--- src/rtl/otdr_meas_pkg.sv ---
// Shared types and defaults for the OTDR timing-measurement blocks.
// Holds the period-meter FSM state enum and the default counter width and
// timeout constant. TIMEOUT_DEF is the same value as the square-wave divider's
// PERIOD default: 2 s at 156.25 MHz.
// Optional build macro SQUARE_METER_DEGLITCH_EN adds the deglitch-length default.
package otdr_meas_pkg;

    localparam int unsigned CNT_W_DEF       = 32;
    localparam logic [31:0] TIMEOUT_DEF     = 32'd312500000;
    localparam int unsigned SYNC_STAGES_DEF = 2;
`ifdef SQUARE_METER_DEGLITCH_EN
    localparam int unsigned DEGLITCH_N_DEF  = 4;
`endif

    typedef enum logic [1:0] {
        IDLE    = 2'd0,
        ARM     = 2'd1,
        MEASURE = 2'd2
    } meter_state_t;

endpackage

--- src/rtl/edge_sync.sv ---
// Synchroniser and edge detector for an asynchronous square wave.
// The input is synchronised through SYNC_STAGES flops. The synchronised level
// feeds a level register, and registered one-cycle rise/fall pulses come out
// SYNC_STAGES+1 cycles after the pin edge.
// With SQUARE_METER_DEGLITCH_EN defined, a level change is accepted only after
// DEGLITCH_N consecutive equal samples. This adds DEGLITCH_N cycles to both edges.
// Ports:
//   clk, rst_n  clock, asynchronous active-low reset
//   din         asynchronous input level
//   rise, fall  one-cycle pulses on the accepted level's edges
module edge_sync #(
    parameter int unsigned SYNC_STAGES = 2
`ifdef SQUARE_METER_DEGLITCH_EN
    , parameter int unsigned DEGLITCH_N = 4
`endif
) (
    input  logic clk,
    input  logic rst_n,
    input  logic din,
    output logic rise,
    output logic fall
);

    logic [SYNC_STAGES-1:0] sync_q;
    logic                   lvl;
    logic                   lvl_d;

    // Metastability synchroniser; sync_q[SYNC_STAGES-1] is the safe sample.
    always_ff @(posedge clk or negedge rst_n) begin
        if (!rst_n) begin
            sync_q <= '0;
        end else begin
            sync_q <= {sync_q[SYNC_STAGES-2:0], din};
        end
    end

`ifdef SQUARE_METER_DEGLITCH_EN
    localparam int unsigned DG_W = $clog2(DEGLITCH_N + 1);

    logic [DG_W-1:0] dg_cnt;
    logic            filt_q;

    // Count consecutive samples that differ from the accepted level; any
    // agreeing sample restarts the count, so short pulses never reach N.
    always_ff @(posedge clk or negedge rst_n) begin
        if (!rst_n) begin
            dg_cnt <= '0;
            filt_q <= 1'b0;
        end else if (sync_q[SYNC_STAGES-1] == filt_q) begin
            dg_cnt <= '0;
        end else if (dg_cnt == DG_W'(DEGLITCH_N - 1)) begin
            filt_q <= sync_q[SYNC_STAGES-1];
            dg_cnt <= '0;
        end else begin
            dg_cnt <= dg_cnt + 1'b1;
        end
    end

    assign lvl = filt_q;
`else
    assign lvl = sync_q[SYNC_STAGES-1];
`endif

    // Registered edge pulses from the accepted level.
    always_ff @(posedge clk or negedge rst_n) begin
        if (!rst_n) begin
            lvl_d <= 1'b0;
            rise  <= 1'b0;
            fall  <= 1'b0;
        end else begin
            lvl_d <= lvl;
            rise  <= lvl & ~lvl_d;
            fall  <= ~lvl & lvl_d;
        end
    end

endmodule

--- src/rtl/square_period_meter.sv ---
// Square-wave period / high-time meter, counted in clk cycles.
// The first rising edge after arming only aligns the counter. Each following
// rise publishes the period (rise-to-rise) and the high time (rise-to-fall),
// with a one-cycle meas_valid pulse.
// A sticky timeout flag is set when no rise arrives within TIMEOUT cycles.
// Optional build macro SQUARE_METER_DEGLITCH_EN enables the input deglitch filter.
// Ports:
//   clk, rst_n  clock, asynchronous active-low reset
//   square_in   asynchronous square wave under test
//   meas_en     1 = measure, 0 = idle with results held
//   period_out  last complete period in clk cycles
//   high_out    high time of that period in clk cycles
//   meas_valid  one-cycle pulse when the results update
//   timeout     sticky no-rise flag, cleared by the next meas_valid
module square_period_meter
    import otdr_meas_pkg::*;
#(
    parameter int unsigned      CNT_W       = CNT_W_DEF,
    parameter logic [CNT_W-1:0] TIMEOUT     = CNT_W'(TIMEOUT_DEF),
    parameter int unsigned      SYNC_STAGES = SYNC_STAGES_DEF
`ifdef SQUARE_METER_DEGLITCH_EN
    , parameter int unsigned    DEGLITCH_N  = DEGLITCH_N_DEF
`endif
) (
    input  logic             clk,
    input  logic             rst_n,
    input  logic             square_in,
    input  logic             meas_en,
    output logic [CNT_W-1:0] period_out,
    output logic [CNT_W-1:0] high_out,
    output logic             meas_valid,
    output logic             timeout
);

    meter_state_t     state_q, state_d;
    logic [CNT_W-1:0] cnt_q, cnt_d;
    logic [CNT_W-1:0] hi_cnt_q, hi_cnt_d;
    logic             hi_seen_q, hi_seen_d;
    logic [CNT_W-1:0] period_d, high_d;
    logic             valid_d, timeout_d;
    logic             rise, fall;
    logic [CNT_W-1:0] cnt_sat_c;
    logic [CNT_W-1:0] cnt_p1_c;

    edge_sync #(
        .SYNC_STAGES (SYNC_STAGES)
`ifdef SQUARE_METER_DEGLITCH_EN
        , .DEGLITCH_N(DEGLITCH_N)
`endif
    ) u_edge_sync (
        .clk   (clk),
        .rst_n (rst_n),
        .din   (square_in),
        .rise  (rise),
        .fall  (fall)
    );

    // The counter saturates at TIMEOUT. cnt_p1_c is an interval length that
    // includes the current cycle.
    assign cnt_sat_c = (cnt_q == TIMEOUT) ? cnt_q : cnt_q + 1'b1;
    assign cnt_p1_c  = cnt_q + 1'b1;

    // State and datapath registers.
    always_ff @(posedge clk or negedge rst_n) begin
        if (!rst_n) begin
            state_q    <= IDLE;
            cnt_q      <= '0;
            hi_cnt_q   <= '0;
            hi_seen_q  <= 1'b0;
            period_out <= '0;
            high_out   <= '0;
            meas_valid <= 1'b0;
            timeout    <= 1'b0;
        end else begin
            state_q    <= state_d;
            cnt_q      <= cnt_d;
            hi_cnt_q   <= hi_cnt_d;
            hi_seen_q  <= hi_seen_d;
            period_out <= period_d;
            high_out   <= high_d;
            meas_valid <= valid_d;
            timeout    <= timeout_d;
        end
    end

    // Next-state and next-output logic.
    always_comb begin
        state_d   = state_q;
        cnt_d     = cnt_q;
        hi_cnt_d  = hi_cnt_q;
        hi_seen_d = hi_seen_q;
        period_d  = period_out;
        high_d    = high_out;
        valid_d   = 1'b0;
        timeout_d = timeout;

        if (!meas_en) begin
            // Disabling abandons the partial period; results and flag hold.
            state_d   = IDLE;
            cnt_d     = '0;
            hi_seen_d = 1'b0;
        end else begin
            unique case (state_q)
                IDLE: begin
                    state_d = ARM;
                    cnt_d   = '0;
                end
                ARM: begin
                    if (rise) begin
                        // The first rise only aligns; the partial period is dropped.
                        state_d   = MEASURE;
                        cnt_d     = '0;
                        hi_seen_d = 1'b0;
                    end else begin
                        cnt_d = cnt_sat_c;
                        if (cnt_q == TIMEOUT) begin
                            timeout_d = 1'b1;
                        end
                    end
                end
                MEASURE: begin
                    cnt_d = cnt_sat_c;
                    if (fall && !hi_seen_q) begin
                        hi_cnt_d  = cnt_p1_c;
                        hi_seen_d = 1'b1;
                    end
                    if (rise) begin
                        // Rise takes priority over a coincident timeout. With no
                        // fall seen, the whole period counts as high time.
                        period_d  = cnt_p1_c;
                        high_d    = hi_seen_q ? hi_cnt_q : cnt_p1_c;
                        valid_d   = 1'b1;
                        timeout_d = 1'b0;
                        cnt_d     = '0;
                        hi_seen_d = 1'b0;
                    end else if (cnt_q == TIMEOUT) begin
                        state_d   = ARM;
                        timeout_d = 1'b1;
                    end
                end
                default: begin
                    state_d = IDLE;
                end
            endcase
        end
    end

endmodule
--- config.mk ---
export PLATFORM = sky130hd
export DESIGN_NAME = square_period_meter
export DESIGN_NICKNAME = d
export VERILOG_FILES = /design/src/rtl/otdr_meas_pkg.sv /design/src/rtl/edge_sync.sv /design/src/rtl/square_period_meter.sv
export SDC_FILE = /design/constraint.sdc
export NUM_CORES = 1
export LEC_CHECK = 0
export ABC_CLOCK_PERIOD_IN_PS = 2600
export CAP_MARGIN = 20
export CORE_ASPECT_RATIO = 1.5
export CORE_MARGIN = 2
export CORE_UTILIZATION = 40
export DETAILED_ROUTE_END_ITERATION = 6
export MAX_ROUTING_LAYER = met4
export PLACE_DENSITY_LB_ADDON = 0.15
export REMOVE_ABC_BUFFERS = 1
export SYNTH_ARGS = -nofsm -noshare
export SYNTH_HDL_FRONTEND = slang
export SYNTH_SLANG_ARGS = --single-unit
--- constraint.sdc ---
create_clock -name clk -period 2.6 [get_ports clk]
set_input_delay 0.65 -clock clk [delete_from_list [all_inputs] [get_ports clk]]
set_output_delay 0.65 -clock clk [all_outputs]
set_load 0.02 [all_outputs]
==> results of run 1 <==
worst paths after layout:
path | end | slack (ps) | cells past startpoint
max in group asynchronous | high_out[25] | 1810 | 2
worst max register to register | state_q[1] | 210 | 5
worst min-delay path | period_out[4] | 160 | 1
min in group clk | u_edge_sync.sync_q[1] | 360 | 0
worst max-delay path | state_q[1] | 210 | 5
worst min register to register | u_edge_sync.sync_q[1] | 360 | 0
worst register-to-register path, stage by stage, from the launching register on:
cell      delay (ps)
dfrtp_1          440
nor3b_1          450
nand3_1          220
or3_1            600
or3_1            420
a21boi_1         170
registers in the layout (all words and copies together), names as in the netlist:
name	cells
u_edge_sync.lvl_d	1
high_out	32
meas_valid	1
state_q	2
hi_seen_q	1
u_edge_sync.rise	1
timeout	1
u_edge_sync.sync_q	2
period_out	32
hi_cnt_q	32
cnt_q	32
u_edge_sync.fall	1
per-stage QoR:
step / power [mW] / instance area, µm²
finish: 5.14 / 8160
global route: 5.37 / 8160
CTS: 5.20 / 8160
detailed placement: 2.90 / 7610
global placement: 2.88 / 7610
floorplan: 2.59 / 6350
power by group:
part           internal, mW  switching [mW]  total [mW]
clock                  1.32           0.964        2.29
combinational         0.205           0.402       0.607
sequential             2.20          0.0457        2.25
Yosys cell counts (5+ instances only):
cell | instances | share of area
dfrtp_1 | 138 | 0.52
nand2_1 | 108 | 0.061
o21ai_0 | 100 | 0.075
clkbuf_1 | 33 | 0.019
a21oi_1 | 29 | 0.022
and3_1 | 29 | 0.027
nand3_1 | 26 | 0.020
nand4_1 | 24 | 0.023
nor3_1 | 17 | 0.013
xor2_1 | 17 | 0.022
a31oi_1 | 16 | 0.015
buf_2 | 13 | 0.0098
nor2_1 | 13 | 0.0073
nor4_1 | 11 | 0.010
xnor2_1 | 11 | 0.014
inv_1 | 10 | 0.0056
mux2_2 | 8 | 0.014
a211o_1 | 6 | 0.0079
ha_1 | 6 | 0.011
mux2i_1 | 6 | 0.0090
o31ai_1 | 6 | 0.0068
o2bb2ai_1 | 5 | 0.0066
cell families after synthesis:
| family | count (synthesis) |
|---|---|
| buf+inv | 68 |
| flops | 138 |
| simple gates | 264 |
| xor+xnor | 28 |
| fa+ha+maj | 6 |
| mux | 14 |
| compound gates | 177 |
per-layer routing:
metal  GRT usage  vias to the layer above  share of wire
met4      0.0783                        0          0.023
met1       0.263                     2583           0.45
met3      0.0337                       30          0.033
li1            -                     2604              -
met2       0.331                      125           0.49
met5           -                        -              0
cell type report:
cell class	count	share of cell area
clock buffers	19	0.0530
clock inverters	13	0.0149
inverters	10	0.00460
multi-input cells	489	0.352
flip-flops and latches	138	0.423
well taps	206	0.0316
repair buffers	100	0.121
==> results.md, run 1 <==
- Run status: finished, final reports clean
- Crit path time final: 2390 ps
- Drt drc: 0
- DP Cell Count: 943
- Max-slew violations: 0
- # fillers: 1523
- Clk_lat worst skew: 420 ps
- Worst VDD drop: 0.000417 V
- Post-synth EDFFs: 0
- TritonRoute pass-1 iters: 6
- Synth Instances: 695
- Cell Area, Synth: 6650 µm²
- Clk slew on worst S/H paths: 60 ps
- FP Rows: 57
- Largest net degree at the start of global routing: 53
- Fin Hold WS: 160 ps
- Unrepaired setup endpoints after global routing: no
- Die X: 109 µm
- Global route total overflow: 0
- Antenna Nets Post-Route: 0
- Fin Clk Skew: 10.9 ps
- Port Buffers: 69
- Seq cells post-synth: 138
- Layout cells sized above 1: 0.111
- Top-level I/O count: 70
- Start point of the critical path: cnt_q[29]
- Final setup vio count: 0
- Synth unique cells: 57
- Pre-CTS setup slack: 107 ps
- Worst min-delay path class: input port to async pin
- Final Cycle Share: 0.918
- Total number of vias: 5342
- XOR/XNOR Fraction of Synth Area: 0.0369
- Hold buffers post-CTS: 0
- CTS tree: done
- Register area: 3450 µm²
- Tightest Pin Transition: 981 ps
- Setup bufs post-CTS: 0
- H-tree levels: 4
- Simple-Gate Fraction of Synth Area: 0.206
- Most frequent cells in the layout: dfrtp_1 (138), nand2_1 (108), o21ai_0 (100), clkdlybuf4s50_1 (68)
- Diode count: 0
- Crit path cell chain: nor3b_1 -> nand3_1 -> or3_1 -> or3_1 -> a21boi_1
- All-Layer GR Usage: 0.207
- Ys async rst share: 1.00
- Setup Crit Path Kind: flip-flop to flip-flop
- First-pass GRT wire length: 27600 µm
- Post-DP HPWL: 11500 µm
- Commonest non-fill, non-tap cell in the layout: dfrtp_1
- RR Startpoint: cnt_q[29]
- Vias per inst: 5.48
- Max_cap viols: 0
- Most used cell, CP: or3_1
- CP Launch Type: flip-flop
- Cts bufs inserted: 17
- Die area: 17700 µm²
- Mux contribution to synthesized area: 0.0226
- Fmax: 0.419 GHz
- Sum of buffers and inverters on the critical path: 0
- Largest family of logic cells by synthesized area: simple AND/OR/NAND/NOR gates
- Multi-input gate area: 2870 µm²
- CP max-delay cell: or3_1
- Finished Layout Cells: 975
- Final WS setup: 214 ps
- Pleak: 3.55 nW
- Routed wire per std cell: 17.2 µm
- Nets: 766
- Required time worst endpoint: 2940 ps
- CTS Root Cell: clkbuf_16
- Setup Total Neg Slack: 0 ps
- Starting Density: 0.409
- Final core occ: 0.502
- PD cells: 630 nW/µm²
- DR iter-0 viols: 211
- Rel. slew slack: 0.343
- Synth Area in Compound Gates: 0.153
- Critical path's top delay family: simple AND/OR/NAND/NOR gates
- Seq/Total Area, Yosys: 0.519
- Synth Warn #: 0
- Synth Area in Adders: 0.0113
- Synth-to-Final Area Change: 22.7%
- Clock Path Buffers: 2
- Most used DFF post-synth: dfrtp_1
- Initial antenna violation count: 0
- Post-CTS sizing: 0
- Arrival time worst endpoint: 2720 ps
- CP peak stage delay: 600 ps
- Crit path max fanout: 8
- Vias in the first global route: 5284
- DIE HEIGHT: 162 µm
- Syn Area/Cell: 9.57 µm²
- Core ar.: 16300 µm²
- Final Hold Fails: 0
- Clock Sinks: 138
- CP endpoint kind: flip-flop
- Final WL: 16800 µm
- Placer Congestion: 0.878
(Power assumes the default switching activity.)
==> run 2: changes to the inputs <==
--- a/config.mk
+++ b/config.mk
@@ -14,6 +14,7 @@
 export MAX_ROUTING_LAYER = met4
 export PLACE_DENSITY_LB_ADDON = 0.15
 export REMOVE_ABC_BUFFERS = 1
+export SKIP_CTS_REPAIR_TIMING = 1
 export SYNTH_ARGS = -nofsm -noshare
 export SYNTH_HDL_FRONTEND = slang
 export SYNTH_SLANG_ARGS = --single-unit
==> constraint.sdc (replaced) <==
create_clock -name clk -period 2.6 [get_ports clk]
set_input_delay 0.65 -clock clk [delete_from_list [all_inputs] [get_ports clk]]
set_output_delay 0.65 -clock clk [all_outputs]
set_load 0.01 [all_outputs]
==> results of run 2 <==
The final DEF is identical to that of run 1. Status: finished, final reports clean.
Among the figures that moved: total power 5.14 mW -> 5.12 mW; worst IR drop on VDD 0.000417 V -> 0.000416 V
